==> src/rtl/pong_video_pkg.sv <==
// Shared video types and constants for the pong pixel path.
// Pure declarations: no latency, no backpressure.
package pong_video_pkg;

  localparam int COLOR_W = 12;

  typedef logic [COLOR_W-1:0] rgb_t;

  typedef enum logic [1:0] {
    IDLE,
    FLASH_ON,
    FLASH_OFF
  } flash_state_t;

  localparam rgb_t RGB_BLACK = 12'h000;
  localparam rgb_t RGB_WHITE = 12'hFFF;

  // Counter width for a modulus n, never narrower than one bit.
  function automatic int cnt_w(input int n);
    return (n > 1) ? $clog2(n) : 1;
  endfunction

endpackage

==> src/rtl/flash_sequencer.sv <==
// Frame-counted background flash FSM (built only with PIXEL_ARB_FLASH_EN).
// Outputs registered, react one clock after tick/score; no backpressure.
module flash_sequencer
  import pong_video_pkg::*;
#(
  parameter int FLASH_FRAMES = 8,
  parameter int FLASH_COUNT  = 3
) (
  input  logic clk,
  input  logic reset,
  input  logic frame_tick,
  input  logic score_pulse,
  output logic flash_on,
  output logic flash_active
);

  localparam int FW = cnt_w(FLASH_FRAMES);
  localparam int PW = cnt_w(FLASH_COUNT);
  localparam logic [FW-1:0] FRAME_LAST = FW'(FLASH_FRAMES - 1);
  localparam logic [PW-1:0] PAIR_LAST  = PW'(FLASH_COUNT - 1);

  flash_state_t    r_state;
  logic [FW-1:0]   r_frame_cnt;
  logic [PW-1:0]   r_pair_cnt;
  logic            r_on;
  logic            r_active;

  // A score pulse always restarts the sequence, swallowing a coincident tick.
  always_ff @(posedge clk) begin
    if (reset) begin
      r_state     <= IDLE;
      r_frame_cnt <= '0;
      r_pair_cnt  <= '0;
      r_on        <= 1'b0;
      r_active    <= 1'b0;
    end else if (score_pulse) begin
      r_state     <= FLASH_ON;
      r_frame_cnt <= '0;
      r_pair_cnt  <= '0;
      r_on        <= 1'b1;
      r_active    <= 1'b1;
    end else begin
      case (r_state)
        FLASH_ON: begin
          if (frame_tick) begin
            if (r_frame_cnt == FRAME_LAST) begin
              r_state     <= FLASH_OFF;
              r_frame_cnt <= '0;
              r_on        <= 1'b0;
            end else begin
              r_frame_cnt <= r_frame_cnt + 1'b1;
            end
          end
        end
        FLASH_OFF: begin
          if (frame_tick) begin
            if (r_frame_cnt == FRAME_LAST) begin
              r_frame_cnt <= '0;
              if (r_pair_cnt == PAIR_LAST) begin
                r_state  <= IDLE;
                r_active <= 1'b0;
              end else begin
                r_pair_cnt <= r_pair_cnt + 1'b1;
                r_state    <= FLASH_ON;
                r_on       <= 1'b1;
              end
            end else begin
              r_frame_cnt <= r_frame_cnt + 1'b1;
            end
          end
        end
        default: begin
          r_state  <= IDLE;
          r_on     <= 1'b0;
          r_active <= 1'b0;
        end
      endcase
    end
  end

  assign flash_on     = r_on;
  assign flash_active = r_active;

endmodule

==> src/rtl/pixel_layer_arbiter.sv <==
// Fixed-priority pixel layer mux with optional score flash (PIXEL_ARB_FLASH_EN).
// Latency 2 clk from inputs to rgb/layer_sel; no backpressure, one pixel per cycle.
module pixel_layer_arbiter
  import pong_video_pkg::*;
#(
  parameter int NUM_LAYERS   = 4,
  parameter int COLOR_W      = pong_video_pkg::COLOR_W,
  parameter int FLASH_FRAMES = 8,
  parameter int FLASH_COUNT  = 3,
  localparam int SEL_W       = $clog2(NUM_LAYERS + 1)
) (
  input  logic                          clk,
  input  logic                          reset,
  input  logic                          video_on,
  input  logic                          frame_tick,
  input  logic [NUM_LAYERS-1:0]         layer_req,
  input  logic [NUM_LAYERS*COLOR_W-1:0] layer_rgb,
  input  logic [COLOR_W-1:0]            bg_rgb,
  input  logic [COLOR_W-1:0]            flash_rgb,
  input  logic                          score_pulse,
  output logic [COLOR_W-1:0]            rgb,
  output logic [SEL_W-1:0]              layer_sel,
  output logic                          flash_active
);

  localparam logic [SEL_W-1:0] SEL_BG = SEL_W'(NUM_LAYERS);

  logic [SEL_W-1:0]   w_win_sel;
  logic [COLOR_W-1:0] w_win_rgb;
  logic [COLOR_W-1:0] w_bg_rgb;
  logic               w_flash_on;

  logic               r_s1_vld;
  logic               r_s1_vid;
  logic [SEL_W-1:0]   r_s1_sel;
  logic [COLOR_W-1:0] r_s1_rgb;
  logic [COLOR_W-1:0] r_rgb;
  logic [SEL_W-1:0]   r_sel;

  // Walk from lowest priority up so the lowest requesting index wins.
  always_comb begin
    w_win_sel = SEL_BG;
    w_win_rgb = '0;
    for (int i = NUM_LAYERS - 1; i >= 0; i--) begin
      if (layer_req[i]) begin
        w_win_sel = SEL_W'(i);
        w_win_rgb = layer_rgb[i*COLOR_W +: COLOR_W];
      end
    end
  end

`ifdef PIXEL_ARB_FLASH_EN
  flash_sequencer #(
    .FLASH_FRAMES (FLASH_FRAMES),
    .FLASH_COUNT  (FLASH_COUNT)
  ) u_flash_sequencer (
    .clk          (clk),
    .reset        (reset),
    .frame_tick   (frame_tick),
    .score_pulse  (score_pulse),
    .flash_on     (w_flash_on),
    .flash_active (flash_active)
  );
`else
  // Flash inputs have no consumer in this build; fold them into a sink.
  logic w_unused_flash;
  assign w_unused_flash = ^{frame_tick, score_pulse, flash_rgb};
  assign w_flash_on     = 1'b0;
  assign flash_active   = 1'b0;
`endif

  assign w_bg_rgb = w_flash_on ? flash_rgb : bg_rgb;

  always_ff @(posedge clk) begin
    if (reset) begin
      r_s1_vld <= 1'b0;
      r_s1_vid <= 1'b0;
      r_s1_sel <= SEL_BG;
      r_s1_rgb <= '0;
    end else begin
      r_s1_vld <= 1'b1;
      r_s1_vid <= video_on;
      r_s1_sel <= w_win_sel;
      r_s1_rgb <= w_win_rgb;
    end
  end

  always_ff @(posedge clk) begin
    if (reset || !r_s1_vld) begin
      r_rgb <= '0;
      r_sel <= SEL_BG;
    end else begin
      r_sel <= r_s1_sel;
      if (!r_s1_vid)
        r_rgb <= '0;
      else if (r_s1_sel != SEL_BG)
        r_rgb <= r_s1_rgb;
      else
        r_rgb <= w_bg_rgb;
    end
  end

  assign rgb       = r_rgb;
  assign layer_sel = r_sel;

endmodule

==> config.mk <==
export PLATFORM = sky130hd
export DESIGN_NAME = pixel_layer_arbiter
export DESIGN_NICKNAME = d
export VERILOG_FILES = /design/src/rtl/pong_video_pkg.sv /design/src/rtl/flash_sequencer.sv /design/src/rtl/pixel_layer_arbiter.sv
export SDC_FILE = /design/constraint.sdc
export NUM_CORES = 1
export LEC_CHECK = 0
export BUFFER_PORTS_ARGS = -buffer_cell sky130_fd_sc_hd__buf_2
export CAP_MARGIN = 20
export CORE_MARGIN = 10
export CORE_UTILIZATION = 44
export CTS_BUF_LIST = sky130_fd_sc_hd__clkbuf_4 sky130_fd_sc_hd__clkbuf_8 sky130_fd_sc_hd__clkbuf_16
export DETAILED_ROUTE_END_ITERATION = 8
export GPL_ROUTABILITY_DRIVEN = 0
export GPL_TIMING_DRIVEN = 0
export PLACE_DENSITY = 0.95
export SLEW_MARGIN = 30
export SYNTH_ARGS = -nofsm -noshare
export SYNTH_HDL_FRONTEND = slang
export SYNTH_HIERARCHICAL = 1
export SYNTH_SLANG_ARGS = --single-unit
==> constraint.sdc <==
create_clock -name clk -period 2.75 [get_ports clk]
set_clock_uncertainty 0.1 [all_clocks]
set_input_delay 0.275 -clock clk [delete_from_list [all_inputs] [get_ports clk]]
set_output_delay 0.275 -clock clk [all_outputs]
set_load 0.005 [all_outputs]
==> impl_results.md, run 1 <==
* Layout cells sized above 1 at 0.525
* Hold slack at 0.0765 ns
* Synth-to-Final Area Change at 35.0%
* Vias in the first global route at 1477
* # fillers at 269
* CP startpoint: r_s1_sel[1]$_SDFF_PP0_
* Vias/cell at 4.94
* Min-delay src: video_on
* Dpl cell area at 1900 um2
* Die X at 77.3 um
* Relative slew slack at 0.581
* PortBufs at 80
* H-tree Lvls at 2
* Reg-to-Reg Start: r_s1_sel[1]$_SDFF_PP0_
* Most frequent cells in the layout: buf_2, dfxtp_1, nor2_1
* Power Density at 466 nW/um2
* Die Y at 77.3 um
* Die ar. at 5970 um2
* Final hold violations at 0
* Design Area, Final at 1950 um2
* # Post-CTS Setup Buffers at 0
* Leak pwr at 0.927 nW
* Root buf cell: clkbuf_4
* Post-synthesis sequential area ratio at 0.444
* Layout Cells excl Fill at 265
* Clock buffer count from CTS at 5
* CTS clock-pin slew for the worst setup and hold paths at 0.09 ns
* Total number of vias at 1309
* Final setup fails at 0
* Cell area after synthesis at 1440 um2
* Reg2reg end: rgb[3]$_SDFF_PP0_
* Placed cell count at roughly 260
* Cell count after synthesis at 134
* Crit-path max FO at 10
* Post-synth EDFFs at 0
* DR pass1 iterations at 4
* CP arrival at 1.47 ns
* Dpl hpwl at 3.75 mm
* Initial Util at 0.465
* RSZ-0062 raised after global routing: false
* Antenna-violating nets left at 0
* # hold bufs at CTS at 0
* Total gr overflow at 0
* Synth warn at 6
* Post-route setup slack at 1.38 ns
* DR WL/cell at between 15 and 20 um
* CP Data Required Time at 2.85 ns
* Pre-CTS setup slack at 1.29 ns
* Later-pin clock latency in the skew report at 0.31 ns
* I/O Pins at 97
* Hold/Removal Path Class: input port to flop
* Initial antenna violation count at 0
* Asr flop ratio synth at 0
* CTS tree: yes
* Hold path depth at 2
* Reg2reg setup slack at between 1 and 1.5 ns
* Worst Hold Endpoint: r_s1_vid$_SDFF_PP0_
* Crit path capture type: flop
* Setup TNS at 0 ns
* N_diodes at 0
* Synth unique cells at 28
* Global-route wire length before repair at ~7.0 mm
* Final net count at roughly 300
* Detailed Route WL at 4.45 mm
* Worst Tran Pin Value at 0.628 ns
* Remaining DRCs at 0
* Gr usage total at 0.142
* CTS Sinks at 32
* Leading cell type in the layout, fill and taps excluded: buf_2
* Final worst path period need at 1.37 ns
* Fmax at 729 MHz
* Syn nets at 215
* Yosys reg bits at 32
* Slew Viols, Final at 0
* Kind of critical path: flop to flop
* Final Cycle Share at 0.499
* Core Footprint at 3100 um2
* First DRT Iteration DRCs at 31
* Most used DFF post-synth: dfxtp_1
* Max_cap viols at 0
* Run status: complete, no violations
* Avg Inst Size Synth at 10.8 um2
* Num rows at 20
* Worst R2R Path Depth at 4
* Largest net degree at the start of global routing at 11
* Peak supply drop at about 0.19 mV
* Kind of start point of the critical path: flop
* Post-CTS sizing at 0
* Clock tree buffer depth at 2
-- stage by stage --
step	util	total power (W)
3_5_place_dp	0.612	0.000681
3_3_place_gp	0.612	0.000671
2_1_floorplan	-	0.000601
5_1_grt	0.628	0.000954
6_report	0.628	0.000908
4_1_cts	0.628	0.000916
-- routing by layer --
layer	part of all wire	track usage	vias to the layer above
li1	-	-	650
met1	0.40	0.145	586
met2	0.51	0.258	65
met3	0.072	0.0478	8
met4	0.016	0.0566	0
met5	0	0	-
-- cell type report --
cell class	count	area [um2]	area share
Multi-Input combinational cell	88	709	0.364
Buffer	12	86.3	0.0443
Inverter	2	7.51	0.00385
Tap cell	44	55.1	0.0282
Clock buffer	6	45.0	0.0231
Timing Repair Buffer	80	400	0.205
Sequential cell	32	641	0.329
Clock inverter	1	5.00	0.00257
-- state kept, by name (all words and copies together) (netlist names) --
| name | flops |
|---|---|
| r_s1_vid | 1 |
| r_s1_rgb | 12 |
| r_s1_sel | 3 |
| layer_sel | 3 |
| rgb | 12 |
| r_s1_vld | 1 |
-- critical path: stages, from the launching register on --
cell     delay, ns
dfxtp_1       0.33
nor3b_2       0.33
buf_6         0.22
mux2i_1       0.22
nor2_1        0.05
-- cells in the mapped netlist (2+ instances only) --
library cell / count / area share
a21oi_1: 2 / 0.0069
a221oi_1: 2 / 0.012
a221oi_2: 9 / 0.094
and2_1: 2 / 0.0087
buf_2: 3 / 0.010
buf_6: 4 / 0.031
clkbuf_1: 3 / 0.0078
dfxtp_1: 32 / 0.44
inv_1: 2 / 0.0052
mux2i_1: 12 / 0.083
nand2_1: 12 / 0.031
nor2_1: 15 / 0.039
nor2b_1: 13 / 0.056
o32ai_1: 2 / 0.012
o32ai_2: 8 / 0.090
-- how the worst max path moves through the flow --
stage | endpoint | slack, ns | cells after the start
3_3_place_gp | r_s1_rgb[8]$_SDFF_PP0_ | 1.34 | 5
6_report | rgb[3]$_SDFF_PP0_ | 1.38 | 4
4_1_cts | rgb[3]$_SDFF_PP0_ | 1.36 | 4
5_1_grt | rgb[1]$_SDFF_PP0_ | 1.30 | 4
3_5_place_dp | r_s1_rgb[7]$_SDFF_PP0_ | 1.29 | 5
2_1_floorplan | rgb[0]$_SDFF_PP0_ | 1.51 | 4
-- power breakdown --
part	switching [W]	total (W)	internal, W	leakage [nW]
Clock	0.000134	0.000238	0.000104	0.0315
Sequential	0.00000702	0.000492	0.000485	0.263
Combinational	0.0000855	0.000178	0.0000926	0.632
Total	0.000227	0.000908	0.000681	0.927
-- kinds of logic after synthesis --
kind of cell           after synthesis  share of synthesized area
AO/OA/AOI/OAI                       27                      0.240
buffers and inverters               14                     0.0650
flip-flops                          32                      0.444
multiplexers                        12                     0.0832
other                                1                    0.00260
AND/OR/NAND/NOR                     48                      0.166
(Power assumes the default switching activity.)
==> run 2: changes to the inputs <==
Settings changed: CORE_UTILIZATION 44 to 41, PLACE_DENSITY 0.95 to 0.9.
Clock period 2.75 ns to 1.4 ns, I/O delays scaled along.
==> run 2 against run 1 <==
Against the previous run:
- cell count rose by 11%
- non-clock buffer count increased by 25
- via count is 6.1% higher
- clock power increased by 130%
- die area up 5.4%
- critical path depth unchanged
- global-route usage grew 0.48 points
- power grew 110%
- final area grew 14%
- combinational power rose by 130%
- hold slack got worse by 0.062 ns
==> impl_results.md, run 2 (synthesis results as in run 1) <==
* Power Density at 870 nW/um2 (+87%)
* RSZ-0062 raised after global routing: false
* Gr usage total at 0.147 (+0.00477)
* Dpl hpwl at 3.43 mm (-8.6%)
* Later-pin clock latency in the skew report at 0.31 ns (about the same)
* CP startpoint: video_on
* CP top delay family: buffers and inverters
* Total power at 0.00193 W (+110%)
* DR WL/cell at 15.9 um (-5.5%)
* Die X at 79.3 um (+2.7%)
* Total number of vias at 1389 (+6.1%)
* Kind of start point of the critical path: input port
* Most used cell along the critical path: dlygate4sd3_1
* Reg2reg setup slack at 0.11 ns (-1.27 ns)
* Fmax at 734 MHz
* Largest net degree at the start of global routing at 11 (unchanged)
* Crit-path max cell delay at 0.55 ns (+0.22 ns)
* Max_cap viols at 0 (unchanged)
* Hold/Removal Path Class: input port to flop
* Vias/cell at 4.74 (-4.0%)
* Worst path cell trace: dlygate4sd3_1 > buf_2 > nor2b_1 > dlygate4sd3_1
* Global-route wire length before repair at 7.24 mm (+3.8%)
* Peak supply drop at 0.321 mV (+69%)
* Final setup fails at 0 (unchanged)
* Die Y at 79.3 um (+2.7%)
* CP Data Required Time at 1.51 ns (-1.34 ns)
* Relative slew slack at 0.549 (-0.0320)
* Detailed Route WL at 4.65 mm (+4.5%)
* H-tree Lvls at 2 (unchanged)
* Initial antenna violation count at 0 (unchanged)
* Min-delay src: reset
* Die ar. at 6300 um2 (+5.4%)
* Clock tree buffer depth at 2 (unchanged)
* Leak pwr at 1.04 nW (+13%)
* CP Capture Point: r_s1_vid$_SDFF_PP0_
* I/O Pins at 97 (unchanged)
* DR pass1 iterations at 4 (unchanged)
* Worst Tran Pin Value at 0.676 ns (+0.0480 ns)
* Layout cells sized above 1 at 0.482 (-0.0431)
* Synth-to-Final Area Change at 53.7%
* Reg-to-Reg Start: r_s1_sel[0]$_SDFF_PP0_
* Most frequent cells in the layout: buf_2, dfxtp_1, dlygate4sd3_1
* Total gr overflow at 0 (unchanged)
* Initial Util at 0.429 (-0.0360)
* CTS tree: yes
* First DRT Iteration DRCs at 33 (+6.5%)
* # fillers at 297 (+10%)
* Reg2reg end: rgb[2]$_SDFF_PP0_
* Crit-path max FO at 1 (-9)
* CP arrival at 1.47 ns (about the same)
* Run status: complete, no violations
* CTS clock-pin slew for the worst setup and hold paths at 0.09 ns (about the same)
* Worst R2R Path Depth at 4 (unchanged)
* PortBufs at 80 (unchanged)
* Vias in the first global route at 1535 (+3.9%)
* Slowest cell on crit path: dlygate4sd3_1
* Kind of critical path: input port to flop
* Core Footprint at 3360 um2 (+8.4%)
* Setup TNS at 0 ns (unchanged)
* Final net count at 327 (+8.3%)
* Crit path capture type: flop
* Remaining DRCs at 0 (unchanged)
* Final worst path period need at 1.36 ns
* CTS Sinks at 32 (unchanged)
* Stages on worst setup path at 4 (unchanged)
* Clock buffer count from CTS at 5 (unchanged)
* Final Cycle Share at 0.973
* Num rows at 21 (+5.0%)
* Leading cell type in the layout, fill and taps excluded: buf_2
* Final hold violations at 0 (unchanged)
* Slew Viols, Final at 0 (unchanged)
* Root buf cell: clkbuf_4
* N_diodes at 0 (unchanged)
* Number of buffers and inverters on the critical path at 3 (+2)
* Antenna-violating nets left at 0 (unchanged)
==> run 2: cell count changes in the layout (fill, tap and decap cells not counted) <==
cell           delta
dlygate4sd3_1    +23
buf_4             +2
clkbuf_4          +1
clkbuf_8          +1
clkinv_2          -1
nor3b_2           -1
nor3b_4           +1
==> run 2: layout make-up <==
cell class	instances	area (um2)	share of cell area
multi-input cells	88	716	0.322
flip-flops and latches	32	641	0.289
plain buffers	12	86.3	0.0389
inverters	2	7.51	0.00338
well taps	46	57.6	0.0259
repair buffers	105	646	0.291
clock buffers	8	66.3	0.0299
==> run 2: how the worst min path moves through the flow <==
stage                               to  slack [ns]  cells past startpoint
2_1_floorplan      r_s1_vid$_SDFF_PP0_        0.11                      1
3_3_place_gp       r_s1_vid$_SDFF_PP0_        0.26                      2
3_5_place_dp       r_s1_vid$_SDFF_PP0_        0.26                      2
4_1_cts         r_s1_sel[1]$_SDFF_PP0_       0.003                      3
5_1_grt         r_s1_sel[1]$_SDFF_PP0_      0.0007                      3
6_report       layer_sel[2]$_SDFF_PP1_        0.01                      3
==> run 2: metal layers <==
layer / share of wire / up-vias / routed length, um / GRT usage
met5: 0 / - / 0 / 0
met4: 0.025 / 0 / 117 / 0.0681
met3: 0.096 / 9 / 447 / 0.0777
met2: 0.50 / 63 / 2320 / 0.245
met1: 0.38 / 615 / 1760 / 0.148
li1: - / 702 / - / -
==> run 2: where the power goes <==
part / switching, W / internal, W
registers: 0.0000127 / 0.000952
logic: 0.000178 / 0.000232
clock network: 0.000272 / 0.000286
==> run 2: worst min-delay path: stages <==
cell and delay, ns:
buf_2 0.12, nor2b_1 0.07, nand2b_1 0.07
==> run 2: timing repair <==
item | CTS | global route
endpoints found under the hold margin | 18 | 3
setup buffers | 0 | 2
hold buffers | 20 | 3
resized for setup | 0 | 1
setup endpoints to repair | 0 | 10
==> run 2: stage by stage <==
step                      instances  instance area [um2]  hold WS, ns   util  setup slack (ns)
after floorplan                 134                 1440        0.112      -             0.163
after CTS                       288                 2170      0.00268  0.645            0.0154
final                           293                 2220       0.0140  0.660            0.0382
after detailed placement        260                 1900        0.257  0.565            0.0435
after global routing            293                 2220     0.000725  0.660            0.0287
after global placement          260                 1900        0.256  0.565            0.0757
==> run 3: changes to the inputs <==
Settings changed: GPL_TIMING_DRIVEN 0 to 1.
==> run 3 against run 2 <==
Against the previous run:
- the run now ends with hold timing left
- setup slack improved by 0.094 ns
- global-route usage shrank 0.94 points
- highest routed layer unchanged
- sequential cell count did not move
- hold slack worse by 0.016 ns
==> impl_results.md, run 3 (synthesis results as in run 1) <==
* Run status: complete, but fails checks
* Failing checks: hold timing
* Max_cap viols at 0 (unchanged)
* CP arrival at 1.42 ns (-0.05 ns)
* Peak supply drop at 0.361 mV (+13%)
* Worst Tran Pin Value at 0.672 ns (-0.00381 ns)
* Gr usage total at 0.137 (-0.00939)
* Proportion of power drawn by the clock network at 0.292 (+0.003)
* Hold slack at -0.00212 ns (-0.0161 ns)
* Final setup fails at 0 (unchanged)
* CTS Sinks at 32 (unchanged)
* # fillers at 304 (+2.4%)
* Final hold violations at 1 (+1)
* CP startpoint: reset
* H-tree Lvls at 2 (unchanged)
* Dpl cell area at 1890 um2 (-0.85%)
* Vias in the first global route at 1480 (-3.6%)
* Relative slew slack at 0.550 (about the same)
* Num rows at 21 (unchanged)
* Register area at 641 um2 (unchanged)
* Total gr overflow at 0 (unchanged)
* Later-pin clock latency in the skew report at 0.31 ns (about the same)
* Root buf cell: clkbuf_4
* Vias/cell at 4.62 (-2.5%)
* Die Y at 79.3 um (unchanged)
* Clock tree buffer depth at 2 (unchanged)
* Worst R2R Path Depth at 4 (unchanged)
* Crit path capture type: flop
* Min-delay src: bg_rgb[11]
* RSZ-0062 raised after global routing: false
* CP Data Required Time at 1.55 ns (+0.04 ns)
* Leak pwr at 1.00 nW (-3.9%)
* Die X at 79.3 um (unchanged)
* I/O Pins at 97 (unchanged)
* Final net count at 316 (-3.4%)
* Placed cell count at 256 (-1.5%)
* Leading cell type in the layout, fill and taps excluded: buf_2
* Kind of start point of the critical path: input port
* Design Area, Final at 2130 um2 (-3.8%)
* Largest net degree at the start of global routing at 28 (+17)
* Fmax at 789 MHz (+7.4%)
* Final Cycle Share at 0.906 (-0.0669)
* Worst Hold Endpoint: rgb[11]$_SDFF_PP0_
* Reg-to-Reg Start: r_s1_sel[1]$_SDFF_PP0_
* PortBufs at 81 (+1.3%)
* Initial antenna violation count at 0 (unchanged)
* Kind of critical path: input port to flop
* Synth-to-Final Area Change at 47.8%
* Crit-path max FO at 12 (+11)
* First DRT Iteration DRCs at 23 (-30%)
* Remaining DRCs at 0 (unchanged)
* CTS clock-pin slew for the worst setup and hold paths at 0.09 ns (about the same)
* Reg2reg end: rgb[11]$_SDFF_PP0_
* Hold/Removal Path Class: input port to flop
* Layout cells sized above 1 at 0.496 (+0.0140)
* Combinational power share at 0.202 (-0.010)
* Initial Util at 0.429 (unchanged)
* DR WL/cell at 15.5 um (-2.0%)
* Die ar. at 6300 um2 (unchanged)
* Hold path depth at 3 (unchanged)
* Total number of vias at 1303 (-6.2%)
* Slew Viols, Final at 0 (unchanged)
* CTS tree: yes
* Reg2reg setup slack at 0.17 ns (+0.06 ns)
* Sw Share at 0.237 (-0.00209)
* Power Density at 893 nW/um2 (+2.6%)
* Antenna-violating nets left at 0 (unchanged)
* Layout Cells excl Fill at 282 (-3.8%)
* Global-route wire length before repair at 6.98 mm (-3.6%)
* Most frequent cells in the layout: buf_2, dfxtp_1, dlygate4sd3_1
* Internal at 0.00145 W (-1.1%)
* Core Footprint at 3360 um2 (unchanged)
* Clock buffer count from CTS at 5 (unchanged)
* N_diodes at 0 (unchanged)
* Setup TNS at 0 ns (unchanged)
* DR pass1 iterations at 4 (unchanged)
* Seq pwr share at 0.506 (+0.007)
* Final worst path period need at 1.27 ns (-0.0937 ns)
* Detailed Route WL at 4.38 mm (-5.7%)
* Net Switching at 0.000452 W (-2.2%)
* # Post-CTS Setup Buffers at 0 (unchanged)
* Multi-input gate area at 712 um2 (-0.52%)
* Dpl hpwl at 3.33 mm (-2.8%)
## run 3: changes by cell type in the layout (fill, tap and decap cells not counted), sizes merged
cell / change
buf: -2
clkbuf: -4
dlygate4sd3: -5
## run 3: final cells by class
class	instances	share of cell area
repair buffers	106	0.305
well taps	46	0.0270
flip-flops and latches	32	0.300
multi-input cells	88	0.334
inverters	2	0.00352
clock buffers	8	0.0311
## run 3: layer usage
metal / up-vias / global-route usage / wire [um]
li1: 682 / - / -
met1: 556 / 0.147 / 1770
met2: 59 / 0.238 / 2140
met3: 6 / 0.0518 / 401
met4: 0 / 0.0556 / 76
met5: - / 0 / 0
## run 3: critical path: stages
cell and delay (ns):
buf_2 0.13, dlygate4sd3_1 0.57, nor2b_1 0.24, nand2_2 0.20
nor2_1 0.14
## run 3: per-stage QoR
step / power, W / hold WS, ns / util / setup slack [ns]
2_1_floorplan: 0.00118 / 0.112 / - / 0.163
3_3_place_gp: 0.00132 / 0.258 / 0.561 / -0.0240
3_5_place_dp: 0.00133 / 0.284 / 0.561 / -0.110
4_1_cts: 0.00192 / 0.00132 / 0.634 / 0.0610
5_1_grt: 0.00200 / 0.00142 / 0.635 / 0.0233
6_report: 0.00191 / -0.00212 / 0.635 / 0.132
## run 3: power groups by stage
stage	Sequential (W)	Combinational [W]	Clock, W
floorplan	0.000983	0.000199	0
global placement	0.000984	0.000333	0
detailed placement	0.000985	0.000342	0
CTS	0.000963	0.000383	0.000576
global route	0.000968	0.000421	0.000611
finish	0.000963	0.000385	0.000557
## run 3: repair_timing
| action | in CTS | in global routing |
|---|---|---|
| gates resized for setup | 0 | 1 |
| hold buffers | 18 | 0 |
| endpoints found under the setup margin | 0 | 12 |
| hold endpoints to repair | 18 | 0 |
## run 3: worst max-delay path by stage
| stage | end | slack, ns | depth (start not counted) |
|---|---|---|---|
| floorplan | rgb[0]$_SDFF_PP0_ | 0.16 | 4 |
| global placement | r_s1_rgb[0]$_SDFF_PP0_ | -0.02 | 4 |
| detailed placement | r_s1_rgb[10]$_SDFF_PP0_ | -0.11 | 4 |
| CTS | rgb[11]$_SDFF_PP0_ | 0.06 | 5 |
| global route | rgb[8]$_SDFF_PP0_ | 0.02 | 5 |
| finish | rgb[11]$_SDFF_PP0_ | 0.13 | 5 |
